`src/rtl/countdown_timer.sv`:
```
`default_nettype none
// +---------------------------------------------------------------------------+
// | countdown_timer                                                           |
// | Preset mm:ss countdown in centisecond steps with six 7-segment digits.    |
// | Revision: 1.0                                                             |
// +---------------------------------------------------------------------------+
module countdown_timer #(
  parameter int TICK_DIV = 500000
) (
  input  logic       clk,
  input  logic       rst,
  input  logic       start_stop,
  input  logic       set_min,
  input  logic       set_sec,
  input  logic       clr,
  output logic [6:0] m10,
  output logic [6:0] m1,
  output logic [6:0] s10,
  output logic [6:0] s1,
  output logic [6:0] c10,
  output logic [6:0] c1,
  output logic       running,
  output logic       alarm
);

  localparam int                 c_pre_w    = $clog2(TICK_DIV);
  localparam logic [c_pre_w-1:0] c_pre_last = c_pre_w'(TICK_DIV - 1);
  localparam logic [c_pre_w-1:0] c_pre_one  = c_pre_w'(1);

  localparam logic [1:0] c_idle  = 2'd0;
  localparam logic [1:0] c_run   = 2'd1;
  localparam logic [1:0] c_pause = 2'd2;
  localparam logic [1:0] c_done  = 2'd3;

  logic [1:0]         r_state, w_next_state;
  logic [6:0]         r_min, w_min_nx, w_dec_min;
  logic [5:0]         r_sec, w_sec_nx, w_dec_sec;
  logic [6:0]         r_cs, w_cs_nx, w_dec_cs;
  logic [c_pre_w-1:0] r_pre, w_pre_nx;
  logic               r_ss_prev, r_min_prev, r_sec_prev;
  logic               r_running, r_alarm;
  logic               w_ss_edge, w_min_edge, w_sec_edge;
  logic               w_tick, w_time_zero, w_dec_zero;

  function automatic logic [6:0] f_seg(input logic [6:0] d);
    case (d)
      7'd0:    f_seg = 7'h3F;
      7'd1:    f_seg = 7'h06;
      7'd2:    f_seg = 7'h5B;
      7'd3:    f_seg = 7'h4F;
      7'd4:    f_seg = 7'h66;
      7'd5:    f_seg = 7'h6D;
      7'd6:    f_seg = 7'h7D;
      7'd7:    f_seg = 7'h07;
      7'd8:    f_seg = 7'h7F;
      7'd9:    f_seg = 7'h6F;
      default: f_seg = 7'h00;
    endcase
  endfunction

  // Prev flops reset high so a button held through reset yields no edge.
  always_ff @(posedge clk or posedge rst) begin
    if (rst) begin
      r_ss_prev  <= 1'b1;
      r_min_prev <= 1'b1;
      r_sec_prev <= 1'b1;
    end else begin
      r_ss_prev  <= start_stop;
      r_min_prev <= set_min;
      r_sec_prev <= set_sec;
    end
  end

  assign w_ss_edge  = start_stop & ~r_ss_prev;
  assign w_min_edge = set_min & ~r_min_prev;
  assign w_sec_edge = set_sec & ~r_sec_prev;

  // Borrow chain; only consumed in RUN, where the time is never zero.
  always_comb begin
    w_tick      = (r_state == c_run) && (r_pre == c_pre_last);
    w_time_zero = (r_min == 7'd0) && (r_sec == 6'd0) && (r_cs == 7'd0);
    w_dec_min   = r_min;
    w_dec_sec   = r_sec;
    w_dec_cs    = r_cs;
    if (r_cs != 7'd0) begin
      w_dec_cs = r_cs - 7'd1;
    end else begin
      w_dec_cs = 7'd99;
      if (r_sec != 6'd0) begin
        w_dec_sec = r_sec - 6'd1;
      end else begin
        w_dec_sec = 6'd59;
        w_dec_min = r_min - 7'd1;
      end
    end
    w_dec_zero = (w_dec_min == 7'd0) && (w_dec_sec == 6'd0) && (w_dec_cs == 7'd0);
  end

  always_comb begin
    w_next_state = r_state;
    if (clr) begin
      w_next_state = c_idle;
    end else begin
      case (r_state)
        c_idle:  if (w_ss_edge && !w_time_zero) w_next_state = c_run;
        c_run: begin
          if (w_tick && w_dec_zero) w_next_state = c_done;
          else if (w_ss_edge)       w_next_state = c_pause;
        end
        c_pause: if (w_ss_edge) w_next_state = c_run;
        default: if (w_ss_edge) w_next_state = c_idle;
      endcase
    end
  end

  always_ff @(posedge clk or posedge rst) begin
    if (rst) begin
      r_state   <= c_idle;
      r_running <= 1'b0;
      r_alarm   <= 1'b0;
    end else begin
      r_state   <= w_next_state;
      r_running <= (w_next_state == c_run);
      r_alarm   <= (w_next_state == c_done);
    end
  end

  // Pausing on a non-tick cycle holds pre so the partial tick survives.
  always_comb begin
    w_min_nx = r_min;
    w_sec_nx = r_sec;
    w_cs_nx  = r_cs;
    w_pre_nx = r_pre;
    if (clr) begin
      w_min_nx = 7'd0;
      w_sec_nx = 6'd0;
      w_cs_nx  = 7'd0;
      w_pre_nx = '0;
    end else begin
      case (r_state)
        c_idle: begin
          if (w_min_edge) w_min_nx = (r_min == 7'd99) ? 7'd0 : r_min + 7'd1;
          if (w_sec_edge) w_sec_nx = (r_sec == 6'd59) ? 6'd0 : r_sec + 6'd1;
          w_pre_nx = '0;
        end
        c_run: begin
          if (w_tick) begin
            w_min_nx = w_dec_min;
            w_sec_nx = w_dec_sec;
            w_cs_nx  = w_dec_cs;
            w_pre_nx = '0;
          end else if (!w_ss_edge) begin
            w_pre_nx = r_pre + c_pre_one;
          end
        end
        default: ;
      endcase
    end
  end

  always_ff @(posedge clk or posedge rst) begin
    if (rst) begin
      r_min <= 7'd0;
      r_sec <= 6'd0;
      r_cs  <= 7'd0;
      r_pre <= '0;
    end else begin
      r_min <= w_min_nx;
      r_sec <= w_sec_nx;
      r_cs  <= w_cs_nx;
      r_pre <= w_pre_nx;
    end
  end

  always_comb begin
    m10     = f_seg(r_min / 7'd10);
    m1      = f_seg(r_min % 7'd10);
    s10     = f_seg({1'b0, r_sec} / 7'd10);
    s1      = f_seg({1'b0, r_sec} % 7'd10);
    c10     = f_seg(r_cs / 7'd10);
    c1      = f_seg(r_cs % 7'd10);
    running = r_running;
    alarm   = r_alarm;
  end

endmodule
`default_nettype wire

```
`config.mk`:
```
export PLATFORM = sky130hd
export DESIGN_NAME = countdown_timer
export DESIGN_NICKNAME = d
export VERILOG_FILES = /design/src/rtl/countdown_timer.sv
export SDC_FILE = /design/constraint.sdc
export NUM_CORES = 1
export LEC_CHECK = 0
export BUFFER_PORTS_ARGS = -buffer_cell sky130_fd_sc_hd__buf_4
export CORE_UTILIZATION = 30
export CTS_CLUSTER_SIZE = 25
export DETAILED_ROUTE_END_ITERATION = 10
export PLACE_DENSITY = 0.58
export REMOVE_ABC_BUFFERS = 1
export SLEW_MARGIN = 15
export SYNTH_ARGS = -nofsm -noshare
export SYNTH_HDL_FRONTEND = slang
export SYNTH_SLANG_ARGS = --single-unit
```
`constraint.sdc`:
```
create_clock -name clk -period 6.9 [get_ports clk]
set_clock_uncertainty 0.1 [all_clocks]
set_input_delay 2.07 -clock clk [delete_from_list [all_inputs] [get_ports clk]]
set_output_delay 2.07 -clock clk [all_outputs]
set_load 0.03 [all_outputs]
```
==> results.sh <==
export IMPL_status="finished clean"
export IMPL_synth_area_mux_share_pct=2.98
export IMPL_path_clk_slew_ns=0.07
export IMPL_syn_cell_area_um2=5680
export IMPL_synth_most_common_cell="nor2_1"
export IMPL_fin_util_pct=35.2
export IMPL_wl_um=14700
export IMPL_syn_to_final_growth_pct=13.2
export IMPL_synth_seq_cells=46
export IMPL_nets=869
export IMPL_max_slew_worst_pin_slew_ns=1.04
export IMPL_seq_area_frac_synth_pct=20.3
export IMPL_wl_per_cell_um=14.2
export IMPL_drv_slew=0
export IMPL_fillers=1934
export IMPL_place_gp_congestion=0.945
export IMPL_num_vias=5667
export IMPL_drive_gt1_share_pct=13.9
export IMPL_hold_path_startpoint="r_pre[17]"
export IMPL_worst_ep_required_time_ns=4.73
export IMPL_p_per_area_nw_per_um2=395
export IMPL_dr_wl_met3_um=538
export IMPL_finalSetupViolations=0
export IMPL_diodes=0
export IMPL_h_tree_depth=2
export IMPL_firstDrtPassIters=5
export IMPL_setup_tns_ns=0
export IMPL_cts_made_buffers=5
export IMPL_wl_met1_um=7110
export IMPL_grt_max_degree=47
export IMPL_fp_coreArea_um2=18300
export IMPL_wl_met2_um=6660
export IMPL_avgSynthCellArea_um2=7.27
export IMPL_synth_top_cell_by_area="dfrtp_1"
export IMPL_hold_viol=0
export IMPL_cp_start_kind="flop"
export IMPL_fin_crit_sh_pct=95.9
export IMPL_critPathArrivalTime_ns=4.44
export IMPL_end_kind="primary output"
export IMPL_clock_path_buffers=2
export IMPL_critPathKind="flop to primary output"
export IMPL_netlist_instances=781
export IMPL_slew_headroom_pct=30.5
export IMPL_cts_setup_buffers=0
export IMPL_grt_pass1_wl_um=25100
export IMPL_dieArea_um2=19500
export IMPL_clk_insertion_delay_late_ns=0.30
export IMPL_register_area_um2=1160
export IMPL_power_leakage_nw=2.72
export IMPL_antenna_left=0
export IMPL_avgViaCountPerCell=5.47
export IMPL_synth_compound_area_share_pct=27.2
export IMPL_antenna_found_initial=0
export IMPL_synth_top_family_by_area="simple AND/OR/NAND/NOR gates"
export IMPL_clock_root_buffer="clkbuf_16"
export IMPL_port_buffer_count=49
export IMPL_fin_crit_ns=6.61
export IMPL_yosys_area_share_simple_pct=27.2
export IMPL_peakVddDrop_mv=0.602
export IMPL_r2r_start="r_cs[0]"
export IMPL_placementRows=49
export IMPL_fmax_mhz=151
export IMPL_grt_pass1_vias=5190
export IMPL_cap_violations=0
export IMPL_gr_total_overflow=0
export IMPL_hp_class="flop to flop"
export IMPL_rsz0062_at_grt="false"
export IMPL_netlist_cell_type_count=79
export IMPL_multi_input_area_um2=4220
export IMPL_start_util_pct=31.1
export IMPL_post_route_drc_count=0
export IMPL_yosysWarnings=0
export IMPL_post_dp_hpwl_um=10700
export IMPL_synth_xor_area_share_pct=4.01
export IMPL_die_x_um=140
export IMPL_synth_adder_area_share_pct=12.6
export IMPL_die_h_um=140
export IMPL_io_pins=50
export IMPL_postSynth_asyncResetShare_pct=100
export IMPL_synth_ff_type="dfrtp_1"
export IMPL_synth_area_leaders="dfrtp_1 (19%), ha_1 (13%), a21oi_1 (6.4%)"
export IMPL_synth_top_area_share_pct=19.0
export IMPL_synthTopCellsByCount="nor2_1 (93), a21oi_1 (73), nand2_1 (70)"
export IMPL_crit_fanout=15
export IMPL_crit_path_start="r_min[4]"
export IMPL_cts_sinks=46
export IMPL_topRoutingLayerUsed="met4"
export IMPL_drt_iter0_drc=380
export IMPL_cts_tree="built"
export IMPL_track_usage_pct=15.2
export IMPL_synth_edf_count=0
[power by group]
| part | internal, mW | switching (mW) |
|---|---|---|
| logic | 0.742 | 1.22 |
| clock network | 0.134 | 0.113 |
| registers | 0.290 | 0.0459 |
| total | 1.17 | 1.38 |
[layout by cell type, fill, tap and decap left out, types with 6 or more instances in the layout]
master    synthesis  final
o21ai_0          67     66
a21oi_1          73     73
xor2_1           11     11
nand2b_1         16     16
o22ai_1           7      7
mux2i_1           9      9
dfrtp_1          43     42
o211ai_1          6      6
buf_4             0     65
nor2b_1          15     15
a211oi_1          7      7
ha_1             57     57
nor2_1           93     93
and3_1            8      8
nand2_1          70     70
nor3_1           23     23
or3_1             8      8
a31oi_1          17     17
inv_1            31     30
nand4_1          12     12
mux2_2            7      7
and2_1            8      8
xnor2_1          15     13
nand3_1          20     20
[flip-flops by register name, indices dropped and copies added, names as in the netlist]
name,cells
r_min_prev,1
running,1
r_min,7
r_pre,19
r_sec_prev,1
r_ss_prev,1
r_state,2
r_cs,7
r_sec,6
alarm,1
[cell type report]
type | instances | share of cell area [%]
timing repair buffer | 65 | 7.59
multi-input combinational | 654 | 65.7
inverter | 34 | 2.01
clock inverter | 3 | 0.331
clock buffer | 5 | 1.95
sequential | 46 | 18.0
tap | 229 | 4.46
[cell families after synthesis]
group	count (synthesis)
adders and majority gates	57
AOI/OAI and AO/OA	245
xor gates and xnor gates	26
buffers and inverters	81
DFF	46
muxes	16
and+or+nand+nor	310
[worst paths after layout]
check | slack (ns) | to | cells after the start
min in group asynchronous | 1.93 | r_pre[9] | 2
worst max register to register | 3.25 | r_min[3] | 9
max in group asynchronous | 4.08 | r_sec[5] | 2
worst max-delay path | 0.29 | m1[6] | 18
worst min register to register | 0.43 | r_pre[17] | 1
worst min-delay path | 0.43 | r_pre[17] | 1
[critical path: stages, from the launching register on]
cell      delay, ns
dfrtp_1        0.34
buf_4          0.19
inv_1          0.14
ha_1           0.28
o21bai_1       0.22
and2_1         0.20
o21a_1         0.23
or4b_4         0.54
o21ai_2        0.09
inv_2          0.07
ha_1           0.21
inv_1          0.07
a221o_2        0.23
clkinv_2       0.16
xnor2_2        0.18
ha_1           0.23
a221o_1        0.32
a31oi_1        0.23
buf_4          0.20
[routing by layer]
metal | GRT usage, % | vias up
li1 | - | 2865
met1 | 20.6 | 2621
met2 | 24.7 | 149
met3 | 1.51 | 32
met4 | 6.30 | 0
met5 | 0 | -
[metrics by stage]
stage	instances	area, µm²	setup slack [ns]	power [mW]	hold WS, ns
after floorplan	734	5480	0.468	1.72	0.374
after global placement	1028	6260	0.675	2.29	0.416
after detailed placement	1028	6260	0.558	2.28	0.423
after CTS	1036	6410	0.226	2.54	0.433
after global routing	1036	6430	0.00922	2.73	0.485
final	1036	6430	0.286	2.54	0.431
[repair_timing]
action / 4_1_cts / 5_1_grt
setup endpoints to repair: 0 / 6
hold buffers: 0 / 0
resized for setup: 0 / 4
(Power assumes the default switching activity.)
